### config.mk
export PLATFORM = sky130hd
export DESIGN_NAME = synth_slot_seq_flat
export DESIGN_NICKNAME = d
export VERILOG_FILES = /design/src/rtl/synth_pkg.sv /design/src/rtl/synth_slot_seq_if.sv /design/src/rtl/synth_evq.sv /design/src/rtl/synth_slot_seq.sv /design/src/flat_wrapper.sv
export SDC_FILE = /design/constraint.sdc
export NUM_CORES = 1
export LEC_CHECK = 0
export ABC_AREA = 1
export ABC_CLOCK_PERIOD_IN_PS = 4600
export CAP_MARGIN = 25
export CORE_MARGIN = 1.5
export CORE_UTILIZATION = 30
export DETAILED_ROUTE_END_ITERATION = 8
export HOLD_SLACK_MARGIN = 0.1
export SLEW_MARGIN = 20
export SYNTH_ARGS = -nofsm -noshare
export SYNTH_HDL_FRONTEND = slang
export SYNTH_SLANG_ARGS = --single-unit
export TNS_END_PERCENT = 50
### constraint.sdc
create_clock -name AUDIO_CLK -period 4.6 [get_ports AUDIO_CLK]
set_clock_uncertainty 0.15 [all_clocks]
set_input_delay 1.15 -clock AUDIO_CLK [delete_from_list [all_inputs] [get_ports AUDIO_CLK]]
set_output_delay 1.15 -clock AUDIO_CLK [all_outputs]
set_load 0.01 [all_outputs]
### src/rtl/synth_pkg.sv
// Shared types for the synthesizer slot sequencer: note event record, sequencer
// state encoding and the index-width helper.
package synth_pkg;

    // Key field is wide enough for any supported voice count so that
    // out-of-range keys stay detectable after queueing.
    localparam int KEY_W = 8;

    typedef enum logic {
        IDLE  = 1'b0,
        SWEEP = 1'b1
    } seq_state_t;

    typedef struct packed {
        logic             note_on;
        logic [KEY_W-1:0] key_adr;
        logic [7:0]       key_val;
        logic [7:0]       vel;
    } note_event_t;

    // Bits needed to index n items; never less than 1.
    function automatic int clogb2(input int n);
        int w;
        w = 1;
        while ((1 << w) < n) w++;
        return w;
    endfunction

endpackage

### src/rtl/synth_slot_seq_if.sv
// Note-event handshake bus between the event source and the slot sequencer.
interface synth_slot_seq_if #(
    parameter int V_WIDTH = 5
);
    logic               ev_valid;
    logic               ev_ready;
    logic               ev_note_on;
    logic [V_WIDTH-1:0] ev_key_adr;
    logic [7:0]         ev_key_val;
    logic [7:0]         ev_vel;

    modport master (
        output ev_valid, ev_note_on, ev_key_adr, ev_key_val, ev_vel,
        input  ev_ready
    );

    modport slave (
        input  ev_valid, ev_note_on, ev_key_adr, ev_key_val, ev_vel,
        output ev_ready
    );
endinterface

### src/rtl/synth_evq.sv
// Synchronous FIFO of note events; caller never pushes when full nor pops when empty.
module synth_evq
    import synth_pkg::*;
#(
    parameter int DEPTH = 4
) (
    input  logic        clk,
    input  logic        rst,
    input  logic        push_i,
    input  logic        pop_i,
    input  note_event_t din_i,
    output note_event_t dout_o,
    output logic        full_o,
    output logic        empty_o
);
    localparam int AW = $clog2(DEPTH);

    note_event_t     mem_q [DEPTH];
    logic [AW-1:0]   wr_q, rd_q;
    logic [AW:0]     cnt_q, cnt_d;

    always_comb begin
        cnt_d = cnt_q;
        case ({push_i, pop_i})
            2'b10:   cnt_d = cnt_q + (AW+1)'(1);
            2'b01:   cnt_d = cnt_q - (AW+1)'(1);
            default: cnt_d = cnt_q;
        endcase
    end

    always_ff @(posedge clk) begin
        if (rst) begin
            wr_q  <= '0;
            rd_q  <= '0;
            cnt_q <= '0;
        end else begin
            if (push_i) wr_q <= wr_q + AW'(1);
            if (pop_i)  rd_q <= rd_q + AW'(1);
            cnt_q <= cnt_d;
        end
    end

    always_ff @(posedge clk) begin
        if (push_i) mem_q[wr_q] <= din_i;
    end

    assign dout_o  = mem_q[rd_q];
    assign full_o  = (cnt_q == (AW+1)'(DEPTH));
    assign empty_o = (cnt_q == '0);
endmodule

### src/rtl/synth_slot_seq.sv
// Time-multiplex (voice, envelope) slot sequencer with a queued note-event synchroniser.
// Optional overrun reporting is built when SLOT_SEQ_OVERRUN_EN is defined.
module synth_slot_seq
    import synth_pkg::*;
#(
    parameter int VOICES    = 32,
    parameter int V_OSC     = 8,
    parameter int O_ENVS    = 2,
    parameter int V_ENVS    = V_OSC * O_ENVS,
    parameter int V_WIDTH   = clogb2(VOICES),
    parameter int E_WIDTH   = clogb2(V_ENVS),
    parameter int EVQ_DEPTH = 4
) (
    input  logic                AUDIO_CLK,
    input  logic                reset_data,
    input  logic                trig,
    synth_slot_seq_if.slave     ev,
    output logic                run,
    output logic [V_WIDTH-1:0]  slot_vx,
    output logic [E_WIDTH-1:0]  slot_env,
    output logic                osc_stb,
    output logic                frame_zero,
    output logic                frame_top,
    output logic                reg_event,
    output logic                reg_note_on,
    output logic [V_WIDTH-1:0]  reg_cur_key_adr,
    output logic [7:0]          reg_cur_key_val,
    output logic [7:0]          reg_cur_vel_on,
    output logic [VOICES-1:0]   reg_keys_on,
    output logic                frame_overrun,
    output logic [7:0]          overrun_cnt
);
    seq_state_t         state_q, state_d;
    logic [V_WIDTH-1:0] vx_q, vx_d;
    logic [E_WIDTH-1:0] env_q, env_d;
    logic               trig_q, rdy_q;
    logic               trig_edge, at_top, start;

    logic               evt_q, evt_d, on_q, on_d;
    logic [V_WIDTH-1:0] key_q, key_d;
    logic [7:0]         val_q, val_d, vel_q, vel_d;
    logic [VOICES-1:0]  keys_q, keys_d;

    logic               push, pop, key_ok, q_full, q_empty;
    note_event_t        q_din, q_head;

    assign trig_edge = trig & ~trig_q;
    assign at_top    = (state_q == SWEEP) && (vx_q == V_WIDTH'(VOICES - 1))
                       && (env_q == E_WIDTH'(V_ENVS - 1));
    // The last slot doubles as a start slot so back-to-back frames have no gap.
    assign start     = trig_edge & ((state_q == IDLE) | at_top);

    always_comb begin
        state_d = state_q;
        vx_d    = vx_q;
        env_d   = env_q;
        case (state_q)
            IDLE: begin
                if (start) state_d = SWEEP;
            end
            SWEEP: begin
                if (start) begin
                    vx_d  = '0;
                    env_d = '0;
                end else if (at_top) begin
                    state_d = IDLE;
                    vx_d    = '0;
                    env_d   = '0;
                end else if (env_q == E_WIDTH'(V_ENVS - 1)) begin
                    env_d = '0;
                    vx_d  = vx_q + V_WIDTH'(1);
                end else begin
                    env_d = env_q + E_WIDTH'(1);
                end
            end
            default: state_d = IDLE;
        endcase
    end

    assign ev.ev_ready = rdy_q & ~q_full;
    assign push        = ev.ev_valid & ev.ev_ready;
    // Empty flag is registered, so a same-cycle push is held for the next frame.
    assign pop         = start & ~q_empty;
    assign q_din       = '{note_on: ev.ev_note_on,
                           key_adr: KEY_W'(ev.ev_key_adr),
                           key_val: ev.ev_key_val,
                           vel:     ev.ev_vel};
    assign key_ok      = int'(q_head.key_adr) < VOICES;

    synth_evq #(.DEPTH(EVQ_DEPTH)) u_evq (
        .clk     (AUDIO_CLK),
        .rst     (reset_data),
        .push_i  (push),
        .pop_i   (pop),
        .din_i   (q_din),
        .dout_o  (q_head),
        .full_o  (q_full),
        .empty_o (q_empty)
    );

    always_comb begin
        evt_d  = evt_q;
        on_d   = on_q;
        key_d  = key_q;
        val_d  = val_q;
        vel_d  = vel_q;
        keys_d = keys_q;
        if (pop) begin
            evt_d = key_ok;
            if (key_ok) begin
                on_d   = q_head.note_on;
                key_d  = q_head.key_adr[V_WIDTH-1:0];
                val_d  = q_head.key_val;
                vel_d  = q_head.vel;
                keys_d[q_head.key_adr[V_WIDTH-1:0]] = q_head.note_on;
            end
        end else if (start | at_top) begin
            evt_d = 1'b0;
        end
    end

    always_ff @(posedge AUDIO_CLK) begin
        if (reset_data) begin
            state_q <= IDLE;
            vx_q    <= '0;
            env_q   <= '0;
            trig_q  <= 1'b0;
            rdy_q   <= 1'b0;
            evt_q   <= 1'b0;
            on_q    <= 1'b0;
            key_q   <= '0;
            val_q   <= '0;
            vel_q   <= '0;
            keys_q  <= '0;
        end else begin
            state_q <= state_d;
            vx_q    <= vx_d;
            env_q   <= env_d;
            trig_q  <= trig;
            rdy_q   <= 1'b1;
            evt_q   <= evt_d;
            on_q    <= on_d;
            key_q   <= key_d;
            val_q   <= val_d;
            vel_q   <= vel_d;
            keys_q  <= keys_d;
        end
    end

    assign run             = (state_q == SWEEP);
    assign slot_vx         = vx_q;
    assign slot_env        = env_q;
    assign osc_stb         = run && (int'(env_q) % O_ENVS == 0);
    assign frame_zero      = run && (vx_q == '0) && (env_q == '0);
    assign frame_top       = at_top;
    assign reg_event       = evt_q;
    assign reg_note_on     = on_q;
    assign reg_cur_key_adr = key_q;
    assign reg_cur_key_val = val_q;
    assign reg_cur_vel_on  = vel_q;
    assign reg_keys_on     = keys_q;

`ifdef SLOT_SEQ_OVERRUN_EN
    logic       reject, ovr_q;
    logic [7:0] ovr_cnt_q;

    assign reject = trig_edge & (state_q == SWEEP) & ~at_top;

    always_ff @(posedge AUDIO_CLK) begin
        if (reset_data) begin
            ovr_q     <= 1'b0;
            ovr_cnt_q <= '0;
        end else begin
            ovr_q <= reject;
            if (reject && (ovr_cnt_q != 8'hFF)) ovr_cnt_q <= ovr_cnt_q + 8'd1;
        end
    end

    assign frame_overrun = ovr_q;
    assign overrun_cnt   = ovr_cnt_q;
`else
    assign frame_overrun = 1'b0;
    assign overrun_cnt   = '0;
`endif
endmodule

### src/flat_wrapper.sv
// flat-port wrapper written by rule: the top's interface ports become plain ports
module synth_slot_seq_flat import synth_pkg::*;
#(
    parameter int VOICES    = 32,
    parameter int V_OSC     = 8,
    parameter int O_ENVS    = 2,
    parameter int V_ENVS    = V_OSC * O_ENVS,
    parameter int V_WIDTH   = clogb2(VOICES),
    parameter int E_WIDTH   = clogb2(V_ENVS),
    parameter int EVQ_DEPTH = 4
)
  (AUDIO_CLK, reset_data, trig, run, slot_vx, slot_env, osc_stb, frame_zero, frame_top, reg_event, reg_note_on, reg_cur_key_adr, reg_cur_key_val, reg_cur_vel_on, reg_keys_on, frame_overrun, overrun_cnt, ev_ev_valid, ev_ev_note_on, ev_ev_key_adr, ev_ev_key_val, ev_ev_vel, ev_ev_ready);
  synth_slot_seq_if #(.V_WIDTH(V_WIDTH)) ev_i ();
  input  logic AUDIO_CLK;
  input  logic reset_data;
  input  logic trig;
  output logic run;
  output logic [V_WIDTH-1:0] slot_vx;
  output logic [E_WIDTH-1:0] slot_env;
  output logic osc_stb;
  output logic frame_zero;
  output logic frame_top;
  output logic reg_event;
  output logic reg_note_on;
  output logic [V_WIDTH-1:0] reg_cur_key_adr;
  output logic [7:0] reg_cur_key_val;
  output logic [7:0] reg_cur_vel_on;
  output logic [VOICES-1:0] reg_keys_on;
  output logic frame_overrun;
  output logic [7:0] overrun_cnt;
  input wire logic [$bits(ev_i.ev_valid)-1:0] ev_ev_valid;
  input wire logic [$bits(ev_i.ev_note_on)-1:0] ev_ev_note_on;
  input wire logic [$bits(ev_i.ev_key_adr)-1:0] ev_ev_key_adr;
  input wire logic [$bits(ev_i.ev_key_val)-1:0] ev_ev_key_val;
  input wire logic [$bits(ev_i.ev_vel)-1:0] ev_ev_vel;
  output wire logic [$bits(ev_i.ev_ready)-1:0] ev_ev_ready;
  assign ev_i.ev_valid = ev_ev_valid;
  assign ev_i.ev_note_on = ev_ev_note_on;
  assign ev_i.ev_key_adr = ev_ev_key_adr;
  assign ev_i.ev_key_val = ev_ev_key_val;
  assign ev_i.ev_vel = ev_ev_vel;
  assign ev_ev_ready = ev_i.ev_ready;
  synth_slot_seq #(.VOICES(VOICES), .V_OSC(V_OSC), .O_ENVS(O_ENVS), .V_ENVS(V_ENVS), .V_WIDTH(V_WIDTH), .E_WIDTH(E_WIDTH), .EVQ_DEPTH(EVQ_DEPTH)) u_core (.AUDIO_CLK(AUDIO_CLK), .reset_data(reset_data), .trig(trig), .ev(ev_i), .run(run), .slot_vx(slot_vx), .slot_env(slot_env), .osc_stb(osc_stb), .frame_zero(frame_zero), .frame_top(frame_top), .reg_event(reg_event), .reg_note_on(reg_note_on), .reg_cur_key_adr(reg_cur_key_adr), .reg_cur_key_val(reg_cur_key_val), .reg_cur_vel_on(reg_cur_vel_on), .reg_keys_on(reg_keys_on), .frame_overrun(frame_overrun), .overrun_cnt(overrun_cnt));
endmodule
Word-level counts from Yosys, hierarchy flattened
Memory sizes are Yosys's and may differ from the RTL's. A register that Yosys moved wholly into a read port is not among the register bits.
Cells that the tools add are included.
{"block": "totals", "elab_cells": 76, "reg_bits": 74, "ram_bits": 88, "n_memories": 1, "out_inout_bits": 78}
{"name": "u_core.u_evq.mem_q", "words": 4, "word_bits": 22, "read_ports": 1, "rd_ports_with_merged_regs": 1, "wr": 1, "line_no": "synth_evq.sv:18", "source": "note_event_t mem_q [DEPTH];"}
{"block": "classes", "eq_ne": 5, "muxes": 21, "magnitude_cmp": 3, "n_bitwise": 11, "n_reduce_logical": 15, "add_sub_neg": 6}
{"operator": "$bwmux 32", "count": 1}
{"operator": "$logic_not 32->1", "count": 1}
{"operator": "$mux 5", "count": 3}
{"operator": "$mux 4", "count": 3}
{"operator": "$mux 1", "count": 9}
{"operator": "$lt 8x6->1 const B", "count": 1}
{"operator": "$logic_and 1x1->1", "count": 6}
{"operator": "$lt 5x6->1 const B", "count": 1}
{"operator": "$pmux 3 s2", "count": 1}
{"operator": "$add 5x1->5 const B", "count": 1}
{"operator": "$and 1x1->1", "count": 5}
{"operator": "$demux 1 s5", "count": 1}
{"operator": "$eq 5x5->1 const B", "count": 1}
{"operator": "$ge 5x1->1 const B", "count": 1}
{"operator": "$logic_not 5->1", "count": 1}
{"operator": "$add 2x1->2 const B", "count": 2}
{"operator": "$add 4x1->4 const B", "count": 1}
{"operator": "$eq 4x4->1 const B", "count": 1}
{"operator": "$logic_not 4->1", "count": 1}
{"operator": "$mux 2", "count": 2}
{"operator": "$not 1->1", "count": 4}
{"operator": "$reduce_and 2->1", "count": 2}
{"operator": "$reduce_bool 2->1", "count": 2}
{"operator": "$add 3x1->3 const B", "count": 1}
{"operator": "8 further kinds", "count": 9}

Longest topological paths before layout
{"block": "logic_depth", "word_depth": 8, "depth_mapped": 17, "depth_no_buf": 15}

Cells and area by module
From an unflattened synthesis, not the netlist that was laid out.
{"block": "unflattened", "cells_unflattened": 742, "area_unflattened_um2": 7359.6}
{"module": "synth_evq", "n_inst": 1, "cells_per_inst": 300, "area_each_um2": 4257.8}
{"module": "synth_slot_seq", "n_inst": 1, "cells_per_inst": 442, "area_each_um2": 3101.7}

Worst setup path before layout
Ideal clock, no wire load.
{"block": "synth_timing", "kind": "input to register", "from": "input trig", "to": "register u_core.u_evq.cnt_q[2]", "path_slack_ns": 1.414, "cell_stages": 13, "setup_time_ns": 0.122, "arrival_time_ns": 2.914, "required_time_ns": 4.328, "path_cell_list": "inv_1 > nor2_1 > nand3_4 > buf_6 > clkinv_4 > buf_8 > ha_1 > inv_1 > fa_1 > a21oi_1 > o21ai_0 > o21ai_0 > a21oi_1"}
{"block": "synth_via", "elab_chain_len": 5, "elab_cells_between_ends": 7}
{"element": "start, declared", "line_no": "flat_wrapper.sv:16", "source": "input logic trig;"}
{"element": "$and 1x1->1 (*)", "line_no": "synth_slot_seq.sv:47", "source": "assign trig_edge = trig & ~trig_q;"}
{"element": "$and 1x1->1 (*)", "line_no": "synth_slot_seq.sv:51", "source": "assign start = trig_edge & ((state_q == IDLE) | at_top);"}
{"element": "$and 1x1->1 (*)", "line_no": "synth_slot_seq.sv:83", "source": "assign pop = start & ~q_empty;"}
{"element": "$eq 2x1->1 or $eq 2x2->1 (tied branches)", "line_no": "synth_evq.sv:24", "source": "case ({push_i, pop_i})"}
{"element": "$pmux 3 s2 or $reduce_bool 2->1 (tied branches)"}
{"element": "end signal, assigned", "line_no": "synth_evq.sv:39", "source": "cnt_q <= cnt_d;"}
{"element": "end, declared", "line_no": "synth_evq.sv:20", "source": "logic [AW:0] cnt_q, cnt_d;"}
Mark *: on every way between the ends. The rest lies on a longest branch, timed or not.
A chain may end at the register's enable or synchronous reset.

Worst setup path after layout
{"block": "layout_timing", "from": "register u_core.vx_q[0] (netlist: u_core.slot_vx[0])", "to": "output frame_top"}
{"block": "layout_via", "elab_chain_len": 3}
{"element": "start, declared", "line_no": "synth_slot_seq.sv:34", "source": "logic [V_WIDTH-1:0] vx_q, vx_d;"}
{"element": "start signal, assigned", "line_no": "synth_slot_seq.sv:137", "source": "vx_q <= vx_d;"}
{"element": "$eq 5x5->1", "line_no": "synth_slot_seq.sv:48", "source": "assign at_top = (state_q == SWEEP) && (vx_q == V_WIDTH'(VOICES - 1))"}
{"element": "$logic_and 1x1->1", "line_no": "synth_slot_seq.sv:48"}
{"element": "$logic_and 1x1->1", "line_no": "synth_slot_seq.sv:49", "source": "&& (env_q == E_WIDTH'(V_ENVS - 1));"}
{"element": "end, declared", "line_no": "flat_wrapper.sv:22", "source": "output logic frame_top;"}
Every way passes these cells.

==> impl_metrics.json <==
{
  "worstRegToRegCells": 15,
  "layout.nets": 812,
  "initial_core_util_pct": 30.5,
  "clock_latency_ps": 430,
  "synth_area_per_cell_um2": 10.0,
  "cts_tree": "built",
  "cts.sinks": 164,
  "die-area_um2": 23900,
  "worst-slew-pin-transition_ps": 778,
  "finalSetupTns_ps": 0,
  "synth_area_leaders": "edfxtp_1 38%, dfxtp_1 22%, nand2_1 6.8%, nor2_1 4.3%, a21oi_1 3.9%",
  "crit_type": "reg -> out",
  "crit_chain": "ha_1 -> nand2_1 -> nor2_1 -> ha_1 -> nand2_1 -> nor2_1 -> clkdlybuf4s50_1",
  "synth_cell_type_count": 32,
  "rows": 55,
  "cts.htree.levels": 4,
  "grt_pass1_wl_um": 24300,
  "maxSlewViolCount": 0,
  "crit_path_end_kind": "output pin",
  "ff_latch_area_um2": 4160,
  "dp.cells": 1041,
  "ys_seq_elements": 164,
  "routabilityCongestion": 0.788,
  "dp_hpwl_um": 9580,
  "ant_nets": 0,
  "synth-main-ff-cell": "edfxtp_1",
  "async_reset_ff_share_pct": 0,
  "layout_common_cells": "125 x nand2_1, 94 x clkdlybuf4s50_1, 88 x edfxtp_1, 76 x dfxtp_1, 74 x nor2_1",
  "final_cells": 1073,
  "synthAdderAreaFrac_pct": 2.11,
  "synth_xor_area_share_pct": 0.255,
  "final_common_cell": "nand2_1",
  "required_ps": 3300,
  "synth-edff-count": 88,
  "peakVddDrop_mv": 0.193,
  "cp-start-kind": "flip-flop",
  "yosys.area.top_type_share_pct": 38.4,
  "finalCritPeriodShare_pct": 76.4,
  "overflow": 0,
  "clockBufferDepth": 2,
  "hp-class": "reg -> reg",
  "area_growth_pct": 24.7,
  "synth_compound_area_share_pct": 12.3,
  "cp.depth": 7,
  "postCtsSetupBuffers": 0,
  "critPathTopFamily": "buffers and inverters",
  "synth-simple-area-share_pct": 18.6,
  "cp.arrival_ps": 2210,
  "hold_depth": 1,
  "grt_start_max_net_pins": 49,
  "timing.fmax_ghz": 0.285,
  "power.leakage_nw": 3.04,
  "synth.largest_area_cell": "edfxtp_1",
  "grt_pass1_vias": 4484,
  "crit_path_max_fanout": 6,
  "maxCapViolations": 0,
  "slowest_delay_ps": 570,
  "syn_area_um2": 6880,
  "core_area_um2": 22600,
  "multiInputGateArea_um2": 2340,
  "path_buf_inv": 1,
  "fill_cells": 2199,
  "first_pass_iters": 4,
  "cts_buffers": 17,
  "clockRootBuffer": "clkbuf_16",
  "place_ws_ps": 850,
  "ios": 104,
  "die_x_um": 154,
  "place_area_um2": 8010,
  "setup_ws_ps": 1090,
  "drt_iter0_markers": 269,
  "grt_setup_unrepaired": "false",
  "cts_resized": 0,
  "path_clk_slew_ps": 70,
  "antenna_found_initial": 0,
  "yosysSeqAreaShare_pct": 60.5,
  "die_height_um": 154,
  "utilization_pct": 38.0,
  "gr-usage-all-layers_pct": 13.2,
  "fin_crit_ps": 3510,
  "portBuffers": 94,
  "vias": 4903,
  "status": "finished clean",
  "hold_viol_final": 0,
  "crit_slowest_cell": "clkdlybuf4s50_1",
  "totalWireLength_um": 15400,
  "diodes": 0,
  "cts_hold_buf": 0,
  "vias_per_cell": 4.57,
  "synth_warnings": 0,
  "design_area_um2": 8580,
  "synth_top_family_by_area": "simple AND/OR/NAND/NOR gates",
  "muxShareOfSynthArea_pct": 0,
  "syn_inst": 687,
  "drcViolationCount": 0,
  "avgRoutedWirePerCell_um": 14.3,
  "max_slew_margin_pct": 48.0,
  "drive_gt1_share_pct": 13.7,
  "setup_viol": 0,
  "power.density_nw_per_um2": 391
}
flip-flops by register name (all words and copies together), names as in the netlist, named ones only:
| register | count |
|---|---|
| u_core.rdy_q | 1 |
| u_core.reg_cur_key_adr | 5 |
| u_core.reg_cur_key_val | 8 |
| u_core.reg_cur_vel_on | 8 |
| u_core.reg_event | 1 |
| u_core.reg_keys_on | 32 |
| u_core.reg_note_on | 1 |
| u_core.run | 1 |
| u_core.slot_env | 4 |
| u_core.slot_vx | 5 |
| u_core.trig_q | 1 |
| u_core.u_evq.cnt_q | 3 |
| u_core.u_evq.mem_q | 88 |
| u_core.u_evq.rd_q | 2 |
| u_core.u_evq.wr_q | 2 |
per-stage QoR:
stage	power [mW]	hold WS, ps
after floorplan	1.91	272
after global routing	3.49	331
after detailed placement	2.04	296
after global placement	2.03	292
final	3.36	320
after CTS	3.39	313
area by class of cell:
class	count	area share, %
sequential	164	48.5
multi-input combinational	454	27.2
timing repair buffer	105	11.9
clock buffer	17	4.96
tap	285	4.16
clock inverter	15	1.66
inverter	33	1.50
report_power, final:
group	switching, mW	internal, mW
sequential	0.0253	1.59
combinational	0.248	0.133
clock	0.643	0.714
total	0.917	2.44
cells in the mapped netlist, types with 2 or more instances:
| cell | n |
|---|---|
| xor2_1 | 2 |
| clkbuf_1 | 10 |
| nand3_4 | 2 |
| a21oi_2 | 21 |
| inv_2 | 3 |
| nand2_1 | 125 |
| dfxtp_1 | 76 |
| nand2_2 | 18 |
| inv_1 | 29 |
| buf_1 | 4 |
| o21ai_2 | 4 |
| nor2_1 | 78 |
| buf_6 | 2 |
| nor2_2 | 6 |
| a21oi_1 | 54 |
| buf_4 | 14 |
| buf_12 | 2 |
| nand3_1 | 51 |
| nor2_4 | 6 |
| buf_2 | 11 |
| edfxtp_1 | 88 |
| ha_1 | 10 |
| o21ai_0 | 47 |
| o22ai_1 | 16 |
routing by layer:
layer / vias up / track usage (%) / wire [um]
met1: 2292 / 16.9 / 7180
met4: 0 / 4.72 / 229
met3: 16 / 3.05 / 653
li1: 2492 / - / -
met2: 103 / 21.8 / 7330
met5: - / 0 / 0
worst reg2reg max path, stage by stage (launching register included):
cell	delay [ps]
dfxtp_1	410
ha_1	190
nand2_1	80
nor2_1	110
ha_1	150
nand2_1	90
o21bai_4	240
nand3_4	110
clkinv_4	280
ha_1	220
inv_1	60
fa_1	370
a21oi_1	140
o21ai_0	120
o21ai_0	150
a21oi_1	50
worst paths after layout:
path / start / end / slack (ps)
max: u_core.slot_vx[0]$_SDFFE_PP0P_ / frame_top / 1090
min reg2reg: u_core.u_evq.cnt_q[0]$_SDFFE_PP0P_ / u_core.u_evq.cnt_q[0]$_SDFFE_PP0P_ / 320
max reg2reg: u_core.slot_vx[0]$_SDFFE_PP0P_ / u_core.u_evq.cnt_q[2]$_SDFFE_PP0P_ / 1580
min: u_core.u_evq.cnt_q[0]$_SDFFE_PP0P_ / u_core.u_evq.cnt_q[0]$_SDFFE_PP0P_ / 320
cells by family (layout without fill, tap and decap cells):
family | after synthesis | after routing
simple gates | 288 | 288
buf+inv | 77 | 170
compound gates | 144 | 144
other cells | 1 | 9
flops | 164 | 164
fa+ha+maj | 11 | 11
xor+xnor | 2 | 2
No activity file was read; power rests on OpenSTA's default activity.
